## config.mk

```make
export PLATFORM = sky130hd
export DESIGN_NAME = xbar_slave_arbiter
export DESIGN_NICKNAME = d
export VERILOG_FILES = /design/src/rtl/xbar_pkg.sv /design/src/rtl/xbar_rr_pick.sv /design/src/rtl/xbar_slave_arbiter.sv
export SDC_FILE = /design/constraint.sdc
export NUM_CORES = 1
export LEC_CHECK = 0
export BUFFER_PORTS_ARGS = -buffer_cell sky130_fd_sc_hd__buf_2
export CAP_MARGIN = 30
export CELL_PAD_IN_SITES_DETAIL_PLACEMENT = 0
export CELL_PAD_IN_SITES_GLOBAL_PLACEMENT = 1
export CORE_MARGIN = 2
export CORE_UTILIZATION = 47
export CTS_BUF_LIST = sky130_fd_sc_hd__clkbuf_2
export CTS_CLUSTER_DIAMETER = 200
export DETAILED_ROUTE_END_ITERATION = 16
export GPL_TIMING_DRIVEN = 0
export PLACE_DENSITY_LB_ADDON = 0.2
export SLEW_MARGIN = 15
export SYNTH_ARGS = -nofsm -noshare
export SYNTH_HDL_FRONTEND = slang
export SYNTH_HIERARCHICAL = 1
export SYNTH_SLANG_ARGS = --single-unit
export TNS_END_PERCENT = 50
```

## constraint.sdc

```tcl
create_clock -name clk -period 5.8 [get_ports clk]
set_clock_uncertainty 0.05 [all_clocks]
set_input_delay 0.29 -clock clk [delete_from_list [all_inputs] [get_ports clk]]
set_output_delay 0.29 -clock clk [all_outputs]
set_load 0.005 [all_outputs]
```

## src/rtl/xbar_pkg.sv

```systemverilog
// Shared types and constants for the crossbar slave-leg arbiter.
//   tx_cell_t   : one-entry per-master transaction cell
//   arb_state_e : sequencer states for the slave handshake
//   CMD_READ / CMD_WRITE : command encodings on m_cmd / s_cmd
package xbar_pkg;

  localparam int unsigned XBAR_DATA_W   = 32;
  // Slave-local addresses never exceed the full 32-bit bus width.
  localparam int unsigned XBAR_ADDR_MAX = 32;

  localparam logic CMD_READ  = 1'b0;
  localparam logic CMD_WRITE = 1'b1;

  typedef enum logic [1:0] {
    IDLE,
    WAIT_ACK,
    WAIT_RESP
  } arb_state_e;

  typedef struct packed {
    logic                     valid;
    logic                     cmd;
    logic [XBAR_ADDR_MAX-1:0] addr;
    logic [XBAR_DATA_W-1:0]   data;
  } tx_cell_t;

endpackage

```

## src/rtl/xbar_rr_pick.sv

```systemverilog
// Combinational rotating-priority encoder.
//   i_valid : request vector, one bit per requester
//   i_ptr   : index of the last winner; search starts at i_ptr+1
//   o_any   : at least one valid bit
//   o_idx   : first valid index found searching i_ptr+1, i_ptr+2, ... mod N
module xbar_rr_pick #(
  parameter  int unsigned N  = 4,
  localparam int unsigned IW = (N > 1) ? $clog2(N) : 1
) (
  input  logic [N-1:0]  i_valid,
  input  logic [IW-1:0] i_ptr,
  output logic          o_any,
  output logic [IW-1:0] o_idx
);

  localparam int unsigned CW = IW + 1;

  logic [CW-1:0] w_cand;

  // Modulo is done with an explicit subtract so that non-power-of-2 N wraps
  // correctly; the extra bit holds ptr+k before the wrap.
  always_comb begin
    o_any  = 1'b0;
    o_idx  = '0;
    w_cand = '0;
    for (int unsigned k = 1; k <= N; k++) begin
      w_cand = {1'b0, i_ptr} + CW'(k);
      if (w_cand >= CW'(N)) begin
        w_cand = w_cand - CW'(N);
      end
      if (!o_any && i_valid[w_cand[IW-1:0]]) begin
        o_any = 1'b1;
        o_idx = w_cand[IW-1:0];
      end
    end
  end

endmodule

```

## src/rtl/xbar_slave_arbiter.sv

```systemverilog
// Per-slave arbiter and sequencer sharing one crossbar slave port among
// MASTERS requesters, each with a one-entry transaction cell.
//   clk, rst        : clock, synchronous active-high reset
//   m_req/cmd/addr/wdata : per-master request (addr/wdata flattened, master i
//                     at [i*W +: W])
//   m_full          : cell occupied
//   m_ack/resp/err  : one-cycle, one-hot per-master strobes; err qualifies resp
//   m_rdata         : read data, valid with any m_resp bit, held otherwise
//   s_req/cmd/addr/wdata : request to the slave (s_req is a one-cycle pulse)
//   s_ack/resp/rdata: slave handshake and read data
//   spurious_cnt    : saturating count of unexpected s_ack/s_resp strobes
module xbar_slave_arbiter
  import xbar_pkg::*;
#(
  parameter int unsigned MASTERS = 4,
  parameter int unsigned ADDR_W  = 30,
  parameter int unsigned TIMEOUT = 64
) (
  input  logic                      clk,
  input  logic                      rst,
  input  logic [MASTERS-1:0]        m_req,
  input  logic [MASTERS-1:0]        m_cmd,
  input  logic [MASTERS*ADDR_W-1:0] m_addr,
  input  logic [MASTERS*32-1:0]     m_wdata,
  output logic [MASTERS-1:0]        m_full,
  output logic [MASTERS-1:0]        m_ack,
  output logic [MASTERS-1:0]        m_resp,
  output logic [MASTERS-1:0]        m_err,
  output logic [31:0]               m_rdata,
  output logic                      s_req,
  output logic                      s_cmd,
  output logic [ADDR_W-1:0]         s_addr,
  output logic [31:0]               s_wdata,
  input  logic                      s_ack,
  input  logic                      s_resp,
  input  logic [31:0]               s_rdata,
  output logic [7:0]                spurious_cnt
);

  localparam int unsigned IDX_W = (MASTERS > 1) ? $clog2(MASTERS) : 1;
  localparam int unsigned WD_W  = $clog2(TIMEOUT);

  arb_state_e          r_state, w_state_nx;
  tx_cell_t            r_cell [MASTERS];
  logic [IDX_W-1:0]    r_rr_ptr, r_grant;
  logic [WD_W-1:0]     r_wd;
  logic                r_resp_latched;
  logic [31:0]         r_latched_rdata;
  logic                r_s_req, r_s_cmd;
  logic [ADDR_W-1:0]   r_s_addr;
  logic [31:0]         r_s_wdata, r_m_rdata;
  logic [MASTERS-1:0]  r_m_ack, r_m_resp, r_m_err;
  logic [7:0]          r_spur;

  logic [MASTERS-1:0]  w_valid;
  logic                w_any;
  logic [IDX_W-1:0]    w_pick;
  logic                w_issue, w_ack_ev, w_resp_ev, w_tmo, w_latch;
  logic                w_spur_ack, w_spur_resp;
  logic [31:0]         w_resp_data;
  logic [8:0]          w_spur_sum;
  logic [7:0]          w_spur_nx;
  logic                w_wd_expired;

  always_comb begin
    w_valid = '0;
    for (int unsigned i = 0; i < MASTERS; i++) begin
      w_valid[i] = r_cell[i].valid;
    end
  end

  xbar_rr_pick #(.N(MASTERS)) u_pick (
    .i_valid (w_valid),
    .i_ptr   (r_rr_ptr),
    .o_any   (w_any),
    .o_idx   (w_pick)
  );

  assign w_wd_expired = (r_wd == WD_W'(TIMEOUT - 1));

  always_ff @(posedge clk) begin
    if (rst) r_state <= IDLE;
    else     r_state <= w_state_nx;
  end

  // An ack that arrives together with resp is taken as the ack only; the resp
  // is parked in r_resp_latched and delivered from WAIT_RESP one cycle later,
  // so the granted master always sees m_ack before m_resp.
  always_comb begin
    w_state_nx  = r_state;
    w_issue     = 1'b0;
    w_ack_ev    = 1'b0;
    w_resp_ev   = 1'b0;
    w_tmo       = 1'b0;
    w_latch     = 1'b0;
    w_spur_ack  = s_ack;
    w_spur_resp = s_resp;
    w_resp_data = s_rdata;
    unique case (r_state)
      IDLE: begin
        if (w_any) begin
          w_issue    = 1'b1;
          w_state_nx = WAIT_ACK;
        end
      end
      WAIT_ACK: begin
        w_spur_ack  = 1'b0;
        w_spur_resp = 1'b0;
        if (s_ack) begin
          w_ack_ev   = 1'b1;
          w_latch    = s_resp;
          w_state_nx = WAIT_RESP;
        end else if (w_wd_expired) begin
          w_tmo      = 1'b1;
          w_state_nx = IDLE;
        end
      end
      WAIT_RESP: begin
        w_spur_resp = 1'b0;
        if (r_resp_latched) begin
          w_resp_ev   = 1'b1;
          w_resp_data = r_latched_rdata;
          w_spur_resp = s_resp;
          w_state_nx  = IDLE;
        end else if (s_resp) begin
          w_resp_ev  = 1'b1;
          w_state_nx = IDLE;
        end else if (w_wd_expired) begin
          w_tmo      = 1'b1;
          w_state_nx = IDLE;
        end
      end
      default: w_state_nx = IDLE;
    endcase
  end

  assign w_spur_sum = {1'b0, r_spur} + {8'b0, w_spur_ack} + {8'b0, w_spur_resp};
  assign w_spur_nx  = w_spur_sum[8] ? 8'hFF : w_spur_sum[7:0];

  always_ff @(posedge clk) begin
    if (rst) begin
      for (int unsigned i = 0; i < MASTERS; i++) begin
        r_cell[i] <= '0;
      end
      r_rr_ptr        <= IDX_W'(MASTERS - 1);
      r_grant         <= '0;
      r_wd            <= '0;
      r_resp_latched  <= 1'b0;
      r_latched_rdata <= '0;
      r_s_req         <= 1'b0;
      r_s_cmd         <= 1'b0;
      r_s_addr        <= '0;
      r_s_wdata       <= '0;
      r_m_rdata       <= '0;
      r_m_ack         <= '0;
      r_m_resp        <= '0;
      r_m_err         <= '0;
      r_spur          <= '0;
    end else begin
      r_s_req  <= 1'b0;
      r_m_ack  <= '0;
      r_m_resp <= '0;
      r_m_err  <= '0;

      for (int unsigned i = 0; i < MASTERS; i++) begin
        if (m_req[i] && !r_cell[i].valid) begin
          r_cell[i].valid <= 1'b1;
          r_cell[i].cmd   <= m_cmd[i];
          r_cell[i].addr  <= XBAR_ADDR_MAX'(m_addr[i*ADDR_W +: ADDR_W]);
          r_cell[i].data  <= m_wdata[i*32 +: 32];
        end
      end

      if (w_issue) begin
        r_cell[w_pick].valid <= 1'b0;
        r_rr_ptr             <= w_pick;
        r_grant              <= w_pick;
        r_s_req              <= 1'b1;
        r_s_cmd              <= r_cell[w_pick].cmd;
        r_s_addr             <= r_cell[w_pick].addr[ADDR_W-1:0];
        if (r_cell[w_pick].cmd == CMD_WRITE) begin
          r_s_wdata <= r_cell[w_pick].data;
        end
        r_wd <= '0;
      end else if (r_state != IDLE) begin
        r_wd <= r_wd + WD_W'(1);
      end

      if (w_ack_ev) begin
        r_m_ack[r_grant] <= 1'b1;
        r_wd             <= '0;
        r_resp_latched   <= w_latch;
        r_latched_rdata  <= s_rdata;
      end

      if (w_resp_ev) begin
        r_m_resp[r_grant] <= 1'b1;
        r_m_rdata         <= (r_s_cmd == CMD_WRITE) ? '0 : w_resp_data;
        r_resp_latched    <= 1'b0;
      end

      if (w_tmo) begin
        r_m_resp[r_grant] <= 1'b1;
        r_m_err[r_grant]  <= 1'b1;
        r_m_rdata         <= '0;
      end

      r_spur <= w_spur_nx;
    end
  end

  assign m_full       = w_valid;
  assign m_ack        = r_m_ack;
  assign m_resp       = r_m_resp;
  assign m_err        = r_m_err;
  assign m_rdata      = r_m_rdata;
  assign s_req        = r_s_req;
  assign s_cmd        = r_s_cmd;
  assign s_addr       = r_s_addr;
  assign s_wdata      = r_s_wdata;
  assign spurious_cnt = r_spur;

endmodule

```

==> results of run 1 <==
## kinds of logic after synthesis
logic type	Yosys count	synth area share, %
fa+ha+maj	6	0.4798
simple gates	599	17.46
xor+xnor	6	0.3053
compound gates	160	5.452
buf+inv	102	2.879
flops	417	63.16
mux	99	10.27
## metrics by stage
| step | instance area [µm²] | std cells |
|---|---|---|
| 2_1_floorplan | 17210 | 1389 |
| 3_3_place_gp | 19850 | 2267 |
| 3_5_place_dp | 19980 | 2272 |
==> metrics.log, run 1 <==
INFO  metric die-width = 195.4 µm
INFO  metric synth_area_per_cell = ~12 µm²
INFO  metric ys.flop_type = edfxtp_1
INFO  metric cts-resized-gates = 0
INFO  metric placement_rows = 70
INFO  metric numCtsBuffers = just over 100
INFO  metric final_gp_congestion = 0.8210
INFO  metric ctsHtreeMaxLevel = 3
INFO  metric stop_stage = clock tree synthesis (4_1_cts)
INFO  metric synth_cells = roughly 1,400
INFO  metric die_h = between 150 and 200 µm
INFO  metric synth-seq-cells = 417
INFO  metric synth-edff-count = roughly 250
INFO  metric synth_most_common_cell = and2_1
INFO  metric io_buffers = 410
INFO  metric detailedPlace.worstSlack = 2.945 ns
INFO  metric async_reset_ff_share = 0%
INFO  metric yosysTopAreaCell = edfxtp_1
INFO  metric synth.yosys.warnings = 6
INFO  metric seq_area_frac_synth = a little over three fifths
INFO  metric run_status = stopped before the end
INFO  metric synth_largest_type_area_fraction = 43.97%
INFO  metric num_ports = 412
INFO  metric firstError = [ERROR RSZ-0060] Max buffer count reached.
INFO  metric ranking_of_synthesized_cells_by_area = edfxtp_1, dfxtp_1, and2_1
INFO  metric synth.top_cells.by_count = and2_1, edfxtp_1, nand2_1
INFO  metric ctsLongestPathBuffers = 3
INFO  metric post_synth_instance_area = 0.01721 mm²
INFO  metric syn-num-nets = 1,687
INFO  metric initial_utilization = 47.35%
INFO  metric postCtsSetupBuffers = 0
INFO  metric yosys.cell_types.count = 46
INFO  metric tritoncts_num_sinks = between 400 and 500
INFO  metric dp.final_hpwl = approximately 34,000 µm
INFO  metric cts.hold.buffers_added = 493
INFO  metric clk_root_buffer_cell = clkbuf_2
==> run 2, diff against run 1 <==
Settings changed: CELL_PAD_IN_SITES_DETAIL_PLACEMENT 0 to not set, CELL_PAD_IN_SITES_GLOBAL_PLACEMENT 1 to not set, CORE_UTILIZATION 47 to 40, CTS_BUF_LIST sky130_fd_sc_hd__clkbuf_2 to not set, CTS_CLUSTER_DIAMETER 200 to not set, PLACE_DENSITY_LB_ADDON 0.2 to 0.15.
==> metrics.log, run 2 <==
INFO  metric synth_most_common_cell = and2_1
INFO  metric synthesis_to_layout_area_growth = 42.25%
INFO  metric final_net_count = 2,438
INFO  metric synth.yosys.warnings = 6
INFO  metric num_ports = 412
INFO  metric critical_path_required = roughly 6.2 ns
INFO  metric yosys.cell_types.count = 46
INFO  metric post_synth_instance_area = approximately 0.017 mm²
INFO  metric holdWs = 0.03492 ns
INFO  metric path_max_fanout = 10
INFO  metric clk_latency = ~0.57 ns
INFO  metric clk_root_buffer_cell = clkbuf_16
INFO  metric timing.critical_path.from_type = flop
INFO  metric post_route_clock_period_utilization = about 50%
INFO  metric layout.filler_cells = approximately 3,500
INFO  metric drtIter0Drc = 852
INFO  metric postLayoutCellArea = 0.02448 mm²
INFO  metric io_buffers = 410
INFO  metric drt.antenna.violating_nets = 0
INFO  metric tritoncts = done
INFO  metric leakage = 10.10 nW
INFO  metric drive_above_1_share = 27.23%
INFO  metric yosys.area_share.simple = 17.46%
INFO  metric ctsLongestPathBuffers = 3
INFO  metric grt_remaining_overflow = 0
INFO  metric synth.top_cells.by_count = and2_1, edfxtp_1, nand2_1
INFO  metric dpl_cell_area = about 0.020 mm²
INFO  metric syn-num-nets = 1,687
INFO  metric timing.critical_path.arrival = 3.33 ns
INFO  metric grt_setup_unrepaired = false
INFO  metric cp-end-kind = flop
INFO  metric viasPerCell = 4.925
INFO  metric synth_xor_area_share = 0.3053%
INFO  metric clkTransAtPathRegs = 0.06 ns
INFO  metric grt_use_total = about a quarter
INFO  metric final_cell_mix = buf_2, dlygate4sd3_1, and2_1
INFO  metric vdd_drop_max = 0.1897 mV
INFO  metric ranking_of_synthesized_cells_by_area = edfxtp_1, dfxtp_1, and2_1
INFO  metric setup_total_negative_slack = 0 ns
INFO  metric numCtsBuffers = 46
INFO  metric coreArea = 0.04223 mm²
INFO  metric antenna_found_initial = 5
INFO  metric synth-edff-count = 252
INFO  metric synth_fa_ha_area_share = 0.4798%
INFO  metric ctsHtreeMaxLevel = 2
INFO  metric synth_compound_area_share = 5.453%
INFO  metric cap_viol_max_count = 0
INFO  metric synth_largest_type_area_fraction = around 44%
INFO  metric largest_register_ffs = 256
INFO  metric final_hold_viol_count = 0
INFO  metric initial_utilization = 40.76%
INFO  metric drt_pre_antenna_iters = 5
INFO  metric die-area = ~0.045 mm²
INFO  metric detailedPlace.worstSlack = 2.877 ns
INFO  metric ys.flop_type = edfxtp_1
INFO  metric dp.final_hpwl = 35,660 µm
INFO  metric registers.top_by_ff_count = r_cell
INFO  metric via_count_of_the_first_global_routing_pass = 14,210
INFO  metric relSlewSlack = 45.35%
INFO  metric gr-usage-met3 = 4.183%
INFO  metric die-width = 211.4 µm
INFO  metric post-route-drc-count = 0
INFO  metric gr-usage-met2 = ~42%
INFO  metric postCtsSetupBuffers = 0
INFO  metric synth.mux.area_fraction = 10.27%
INFO  metric synth_cells = 1,389
INFO  metric seq_area_frac_synth = 63.16%
INFO  metric final_worst_setup_slack = 2.903 ns
INFO  metric final_gp_congestion = between 0.7 and 0.8
INFO  metric grt_pass1_wl = ~80,000 µm
INFO  metric placement_rows = 75
INFO  metric die_h = about 210 µm
INFO  metric final-setup-viol-count = 0
INFO  metric worstMarginPinSlew = 0.8198 ns
INFO  metric async_reset_ff_share = 0%
INFO  metric synth_area_per_cell = roughly 12 µm²
INFO  metric use_met1 = 28.19%
INFO  metric dp.cells = 2,346
INFO  metric power_density = 348.4 mW/mm²
INFO  metric globalRoute.busiestLayer = met2
INFO  metric run_status = finished, final reports clean
INFO  metric routed-via-count = about 13,000
INFO  metric synth-seq-cells = 417
INFO  metric final_max_slew_viol_count = 0
INFO  metric timing.final.crit_period = a little under 3 ns
INFO  metric maximum_number_of_pins_on_one_net_before_global_route_repair = 45
INFO  metric min_path_type = input pin to flop
INFO  metric dominant_combinational_cell_family_by_area_after_synthesis = simple AND/OR/NAND/NOR gates
INFO  metric avgRoutedWirePerCell = 19.36 µm
INFO  metric worst_path_class_setup = flop to flop
INFO  metric most_common_cell_after_layout_fill_and_taps_aside = buf_2
INFO  metric layout.cells.non_filler = 2,720
INFO  metric drt-total-wl = 52,660 µm
INFO  metric fmaxAchievable = 345.2 MHz
INFO  metric tritoncts_num_sinks = roughly 420
INFO  metric yosysTopAreaCell = edfxtp_1
[run 2: area by class of cell]
class	count	area (µm²)	share of cell area, %
antenna	3	7.507	0.03066
buffer	97	476.7	1.947
clock buffer	63	1295	5.290
clock inverter	23	209.0	0.8535
inverter	5	18.77	0.07666
multi-input combinational	870	5874	23.99
sequential	417	10870	44.40
tap	539	674.4	2.755
timing repair buffer	703	5056	20.65
[run 2: final timing paths]
| path | startpoint | end | cells after the start | slack [ns] |
|---|---|---|---|---|
| max | r_resp_latched$_SDFFE_PP0P_ | spurious_cnt[2]$_SDFF_PP0_ | 10 | 2.90 |
| min | m_wdata[123] | r_cell[3][27]$_SDFFCE_PN0P_ | 2 | 0.03 |
| max reg2reg | r_resp_latched$_SDFFE_PP0P_ | spurious_cnt[2]$_SDFF_PP0_ | 10 | 2.90 |
| min reg2reg | s_addr[18]$_SDFFE_PP0P_ | s_addr[18]$_SDFFE_PP0P_ | 2 | 0.40 |
[run 2: cells by family (layout without fill, tap and decap cells)]
group	after synthesis	in the layout
AO/OA/AOI/OAI	160	160
XOR/XNOR	6	6
adder cells (fa/ha/maj)	6	6
buffers and inverters	102	891
flip-flops	417	417
multiplexers	99	99
other	0	3
AND/OR/NAND/NOR	599	599
[run 2: report_power, final]
group	leakage [nW]	total [mW]	switching, mW	internal, mW
clock	0.749	2.90	1.20	1.70
combinational	5.28	1.97	1.01	0.958
sequential	4.07	3.66	0.150	3.51
total	10.1	8.53	2.36	6.17
[run 2: metrics by stage]
| stage | utilization (%) | total power [mW] |
|---|---|---|
| CTS | 57.96 | 8.614 |
| floorplan | - | 4.880 |
| finish | 57.98 | 8.531 |
| global route | 57.98 | 8.907 |
| global placement | 47.21 | 5.525 |
| detailed placement | 47.64 | 5.561 |
[run 2: critical path: stages (launching register included)]
cell and delay (ns):
dfxtp_1 0.44, buf_2 0.26, clkbuf_1 0.39, nand2_1 0.09
nand2_1 0.09, nand2_1 0.07, fa_1 0.47, and4b_1 0.39
and3_1 0.20, nand3_1 0.18, a21oi_1 0.18
[run 2: repair_timing]
item                                   4_1_cts  5_1_grt
resized for setup                            0        0
endpoints found under the hold margin      285        0
hold buffers                               285        0
setup endpoints to repair                    0        0
[run 2: routing by layer]
metal,vias up,part of all wire [%]
met1,6442,39
met5,-,0.051
met3,125,5.8
li1,6345,-
met2,481,51
met4,4,3.9
Note: power is estimated with default switching activity, not from simulation.
==> run 3, diff against run 2 <==
Settings changed: ABC_AREA set to 1.
Clock period 5.8 ns to 2.5 ns, I/O delays scaled along.
==> metrics.log, run 3 <==
INFO  metric clk_latency = 0.57 ns
INFO  metric grt_use_total = 25.89%
INFO  metric worst_path_class_setup = flop to flop
INFO  metric num_ports = 412
INFO  metric antenna_found_initial = 0
INFO  metric die_h = 217.7 µm
INFO  metric largest_register_ffs = 256
INFO  metric timing.critical_path.arrival = roughly 2.8 ns
INFO  metric final_worst_setup_slack = approximately 0.13 ns
INFO  metric synth_cells = 2,121
INFO  metric drtIter0Drc = 1,266
INFO  metric tritoncts = done
INFO  metric yosys.cell_types.count = 33
INFO  metric synth_most_common_cell = nand2_1
INFO  metric grt_pass1_wl = 93,740 µm
INFO  metric drt.antenna.violating_nets = 0
INFO  metric async_reset_ff_share = 0%
INFO  metric timing.critical_path.from_type = flop
INFO  metric post-route-drc-count = 0
INFO  metric seq_area_frac_synth = 59.51%
INFO  metric layout.cells.non_filler = 3,523
INFO  metric ctsLongestPathBuffers = 3
INFO  metric run_status = finished, final reports clean
INFO  metric detailedPlace.worstSlack = -0.3507 ns
INFO  metric post_synth_instance_area = 0.01827 mm²
INFO  metric final_gp_congestion = 0.8633
INFO  metric drt-total-wl = 62,310 µm
INFO  metric avgRoutedWirePerCell = 17.69 µm
INFO  metric synth.yosys.warnings = 6
INFO  metric synth-edff-count = roughly 250
INFO  metric initial_utilization = between 40% and 50%
INFO  metric relSlewSlack = between 30% and 40%
INFO  metric clkTransAtPathRegs = 0.06 ns
INFO  metric critical_path_required = 2.91 ns
INFO  metric final_hold_viol_count = 0
INFO  metric vdd_drop_max = 0.5857 mV
INFO  metric maximum_number_of_pins_on_one_net_before_global_route_repair = 42
INFO  metric synth-seq-cells = 417
INFO  metric leakage = 12.70 nW
INFO  metric cp-end-kind = flop
INFO  metric holdWs = 0.05086 ns
INFO  metric most_common_cell_after_layout_fill_and_taps_aside = buf_2
INFO  metric via_count_of_the_first_global_routing_pass = 17,280
INFO  metric die-width = between 200 and 250 µm
INFO  metric yosysTopAreaCell = edfxtp_1
INFO  metric power_density = around 1100 mW/mm²
INFO  metric synth.top_cells.by_count = nand2_1, nor2_1, inv_1
INFO  metric path_max_fanout = 8
INFO  metric final_cell_mix = buf_2, nand2_1, nor2_1
INFO  metric min_path_type = input pin to flop
INFO  metric ys.flop_type = edfxtp_1
INFO  metric final_max_slew_viol_count = 0
INFO  metric final_net_count = 3,184
INFO  metric dpl_cell_area = approximately 0.021 mm²
INFO  metric ranking_of_synthesized_cells_by_area = edfxtp_1, dfxtp_1, nand2_1
INFO  metric grt_remaining_overflow = 0
INFO  metric io_buffers = just over 400
INFO  metric numCtsBuffers = 46
INFO  metric synthesis_to_layout_area_growth = 42.43%
INFO  metric syn-num-nets = around 2,400
INFO  metric cap_viol_max_count = 0
INFO  metric registers.top_by_ff_count = r_cell
INFO  metric postLayoutCellArea = 0.02602 mm²
INFO  metric tritoncts_num_sinks = 417
INFO  metric clk_root_buffer_cell = clkbuf_16
INFO  metric drive_above_1_share = 22.01%
INFO  metric timing.final.crit_period = 2.370 ns
INFO  metric fmaxAchievable = 422.0 MHz
INFO  metric die-area = 0.04739 mm²
INFO  metric viasPerCell = slightly below 5
INFO  metric worstMarginPinSlew = just over 0.9 ns
INFO  metric ctsHtreeMaxLevel = 2
INFO  metric dp.final_hpwl = 41,260 µm
INFO  metric final-setup-viol-count = 0
INFO  metric coreArea = 0.04519 mm²
INFO  metric post_route_clock_period_utilization = 94.80%
INFO  metric synth_largest_type_area_fraction = 41.42%
INFO  metric drt_pre_antenna_iters = 5
INFO  metric finish.utilization = a little under three fifths
INFO  metric synth_area_per_cell = 8.613 µm²
INFO  metric timing.reg2reg.setup_slack = 0.13 ns
INFO  metric dp.cells = 3,135
INFO  metric routed-via-count = 17,150
INFO  metric placement_rows = between 70 and 80
INFO  metric grt_setup_unrepaired = true
==> run 3: cell types whose count changed in the layout (fill, tap and decap cells not counted), moves of 30 or more <==
cell and change:
mux4_2 -62, mux2i_1 -37, nand4_1 +35, and2_1 -255
clkbuf_1 -30, a21oi_1 -33, nand2_1 +236, nor2_1 +326
inv_1 +273, nand3_1 +207
==> run 3: what timing repair did <==
item / CTS / global route
buffers inserted: 5 / 6
endpoints found under the hold margin: 324 / 0
hold buffers: 291 / 0
endpoints found under the setup margin: 71 / 73
resized for setup: 25 / 87
gates cloned: 0 / 2
pin swaps: 2 / 12
==> run 3: path summary, 6_finish.rpt <==
path         depth (start not counted)                                to                              from
max                                 18          s_wdata[20]$_SDFFE_PP0P_          r_rr_ptr[0]$_SDFFE_PP1P_
min                                  4            s_addr[2]$_SDFFE_PP0P_                               rst
min reg2reg                          2  r_latched_rdata[30]$_SDFFE_PP0P_  r_latched_rdata[30]$_SDFFE_PP0P_
max reg2reg                         18          s_wdata[20]$_SDFFE_PP0P_          r_rr_ptr[0]$_SDFFE_PP1P_
==> run 3: layout make-up <==
type	instances	area (µm²)
Antenna cell	1	2.502
Buffer	128	838.3
Clock buffer	70	1375
Clock inverter	14	112.6
Fill cell	4000	19170
Inverter	286	1089
Multi-Input combinational cell	1289	5761
Sequential cell	417	10880
Tap cell	600	750.7
Timing Repair Buffer	718	5213
==> run 3: cell families (layout without fill, tap and decap cells) <==
logic type | after synthesis | after routing | share of synthesized area, %
XOR/XNOR | 5 | 5 | 0.2398
flip-flops | 417 | 417 | 59.51
buffers and inverters | 415 | 1216 | 9.562
AND/OR/NAND/NOR | 1148 | 1148 | 26.12
adder cells (fa/ha/maj) | 6 | 6 | 0.4521
other | 0 | 1 | 0
AO/OA/AOI/OAI | 130 | 130 | 4.123
==> run 3: layer usage <==
metal	GRT usage (%)	vias up	wire length [µm]	share of wire [%]
li1	-	8283	-	-
met1	32.94	8027	25940	42
met2	43.95	695	29740	48
met3	3.766	140	4292	6.9
met4	11.16	0	2349	3.8
met5	0	-	0	0
==> run 3: critical path, cell delays in order, from the launching register on <==
cell	delay (ns)
dfxtp_2	0.32
buf_6	0.14
inv_8	0.08
nand2_2	0.05
nand2_2	0.08
inv_1	0.06
nand2_1	0.09
nand2_2	0.08
nand4_1	0.11
nand3_1	0.09
buf_6	0.16
inv_2	0.19
nand2_1	0.10
nand2_2	0.11
buf_12	0.16
clkbuf_16	0.15
nand3_1	0.07
nand2_1	0.10
nor2_1	0.05
==> run 3: metrics by stage <==
stage / power [mW] / setup TNS [ns]
detailed placement: 20.28 / -32.26
global route: 30.38 / -0.6604
floorplan: 16.05 / -35.65
finish: 28.63 / 0
CTS: 27.71 / -0.4986
global placement: 20.13 / -494.00
==> run 3: power breakdown <==
group	switching (mW)	total [mW]	internal, mW
registers	0.441	9.01	8.57
clock network	2.69	6.67	3.98
logic	8.39	13.0	4.56
==> run 4, diff against run 3 <==
Settings changed: SLEW_MARGIN 15 to 20.
Clock period 2.5 ns to 1.9 ns, I/O delays scaled along.
==> metrics.log, run 4 (same netlist as run 3, synthesis figures left out) <==
INFO  metric run_status = finished, violations left
INFO  metric violations = negative setup slack
INFO  metric fmaxAchievable = 417.6 MHz
INFO  metric clkTransAtPathRegs = 0.06 ns
INFO  metric timing.critical_path.arrival = approximately 2.8 ns
INFO  metric timing.critical_path.from_type = flop
INFO  metric tritoncts_num_sinks = 417
INFO  metric placement_rows = 78
INFO  metric registers.top_by_ff_count = r_cell
INFO  metric drt-total-wl = 64,110 µm
INFO  metric initial_utilization = 40.43%
INFO  metric clk_root_buffer_cell = clkbuf_16
INFO  metric drt.antenna.violating_nets = 0
INFO  metric coreArea = between 0.04 and 0.05 mm²
INFO  metric largest_register_ffs = around 260
INFO  metric maximum_number_of_pins_on_one_net_before_global_route_repair = 42
INFO  metric power.total = between 40 and 50 mW
INFO  metric cp-end-kind = flop
INFO  metric post_route_clock_period_utilization = 126.0%
INFO  metric clk_latency = 0.59 ns
INFO  metric grt_use_total = 26.16%
INFO  metric numCtsBuffers = 46
INFO  metric io_buffers = 410
INFO  metric via_count_of_the_first_global_routing_pass = 17,490
INFO  metric leakage = between 10 and 15 nW
INFO  metric worstPathCellList = buf_8, clkinv_8, nand2_4, nand2_2, nand2_2, nand2_4, nor2_4, nand4_1, nand3_2, buf_8, buf_4, buf_4, nor2_4, buf_12, buf_8, nand2_1, nand4_1, nand2_1, nand2_1
INFO  metric post-route-drc-count = 0
INFO  metric dp.final_hpwl = 40,800 µm
INFO  metric worstMarginPinSlew = 0.6281 ns
INFO  metric worst_r2r_path_depth = 19
INFO  metric num_ports = 412
INFO  metric synthesis_to_layout_area_growth = 48.21%
INFO  metric relSlewSlack = 58.13%
INFO  metric critical_path_required = 2.32 ns
INFO  metric final_net_count = 3,221
INFO  metric critical_path.slowest_cell = dfxtp_2
INFO  metric timing.critical_path.depth = 19
INFO  metric ctsHtreeMaxLevel = 2
INFO  metric die-width = about 220 µm
INFO  metric routed-via-count = 17,360
INFO  metric drtIter0Drc = 1,169
INFO  metric vdd_drop_max = between 0.9 and 1 mV
INFO  metric final_max_slew_viol_count = 0
INFO  metric tritoncts = done
INFO  metric viasPerCell = a little under 5
INFO  metric grt_setup_unrepaired = true
INFO  metric timing.reg2reg.setup_slack = -0.49 ns
INFO  metric detailedPlace.worstSlack = -0.7793 ns
INFO  metric critPathBufInv = 7
INFO  metric power_density = 1572 mW/mm²
INFO  metric grt_remaining_overflow = 0
INFO  metric die-area = 0.04739 mm²
INFO  metric avgRoutedWirePerCell = approximately 18 µm
INFO  metric final-setup-viol-count = 87
INFO  metric cap_viol_max_count = 0
INFO  metric path_max_fanout = 8
INFO  metric grt_pass1_wl = 94,500 µm
INFO  metric die_h = around 220 µm
INFO  metric min_path_type = input pin to flop
INFO  metric most_common_cell_after_layout_fill_and_taps_aside = buf_2
INFO  metric final_cell_mix = buf_2, nor2_1, nand2_1
INFO  metric final_worst_setup_slack = -0.4944 ns
INFO  metric ctsLongestPathBuffers = 3
INFO  metric timing.final.crit_period = 2.394 ns
INFO  metric worst_path_class_setup = flop to flop
INFO  metric final_gp_congestion = ~0.86
INFO  metric final_hold_viol_count = 0
INFO  metric cpPeakStageDelay = 0.34 ns
INFO  metric path_delay_family = simple AND/OR/NAND/NOR gates
INFO  metric holdWs = 0.1176 ns
INFO  metric hold-path-cell-count = 3
INFO  metric drt_pre_antenna_iters = 5
INFO  metric drive_above_1_share = 26.01%
INFO  metric setup_total_negative_slack = -30.56 ns
INFO  metric antenna_found_initial = 0
==> run 4: changes by cell type in the layout (fill, tap and decap cells not counted), moves of 13 or more <==
cell | before | now
nand3_1 | 209 | 194
nand2_1 | 439 | 397
nand3_2 | 1 | 16
buf_6 | 19 | 32
nand2_2 | 11 | 40
==> run 4: through the flow <==
step	util [%]	cell area, µm²	cells
after floorplan	-	18330	2121
after CTS	58.55	26450	3535
after detailed placement	47.03	21250	3135
after global routing	59.91	27070	3556
final	59.92	27070	3557
after global placement	46.76	21130	3131
==> run 4: final timing paths <==
| check | start | end |
|---|---|---|
| worst max-delay path | r_rr_ptr[0]$_SDFFE_PP1P_ | s_addr[4]$_SDFFE_PP0P_ |
| worst min-delay path | rst | spurious_cnt[1]$_SDFF_PP0_ |
| worst max register to register | r_rr_ptr[0]$_SDFFE_PP1P_ | s_addr[4]$_SDFFE_PP0P_ |
| worst min register to register | r_latched_rdata[30]$_SDFFE_PP0P_ | r_latched_rdata[30]$_SDFFE_PP0P_ |
==> run 4: per-layer routing <==
| metal | GRT usage, % | share of wire [%] |
|---|---|---|
| met2 | 44.34 | 48 |
| met5 | 0 | 0 |
| met3 | 3.724 | 7.2 |
| met1 | 33.07 | 41 |
| met4 | 12.08 | 4.2 |
==> run 4: area by class of cell <==
type                    count  area [µm²]
diodes                      1       2.502
plain buffers             127        1061
clock buffers              67        1354
clock inverters            14       83.83
fillers                  3824       18110
inverters                 286        1104
multi-input cells        1289        6135
flip-flops and latches    417       10880
well taps                 600       750.7
repair buffers            756        5700
==> run 4: timing repair <==
action                                 in CTS  in global routing
resized for setup                         181                111
cloned                                      4                  6
hold buffers                              292                  0
endpoints found under the hold margin     328                  0
pin swaps                                  29                 41
setup buffers                              25                 15
setup endpoints to repair                 284                232
==> run 4: report_power, final <==
group | switching [mW] | leakage (nW) | internal, mW
sequential | 0.641 | 4.08 | 11.3
combinational | 12.7 | 8.34 | 9.33
clock | 3.58 | 0.705 | 5.03
==> run 4: tightest hold or removal path, delay by kind of cell <==
family,cells,cell delay [ns]
buf+inv,2,0.44
compound gates,1,0.18
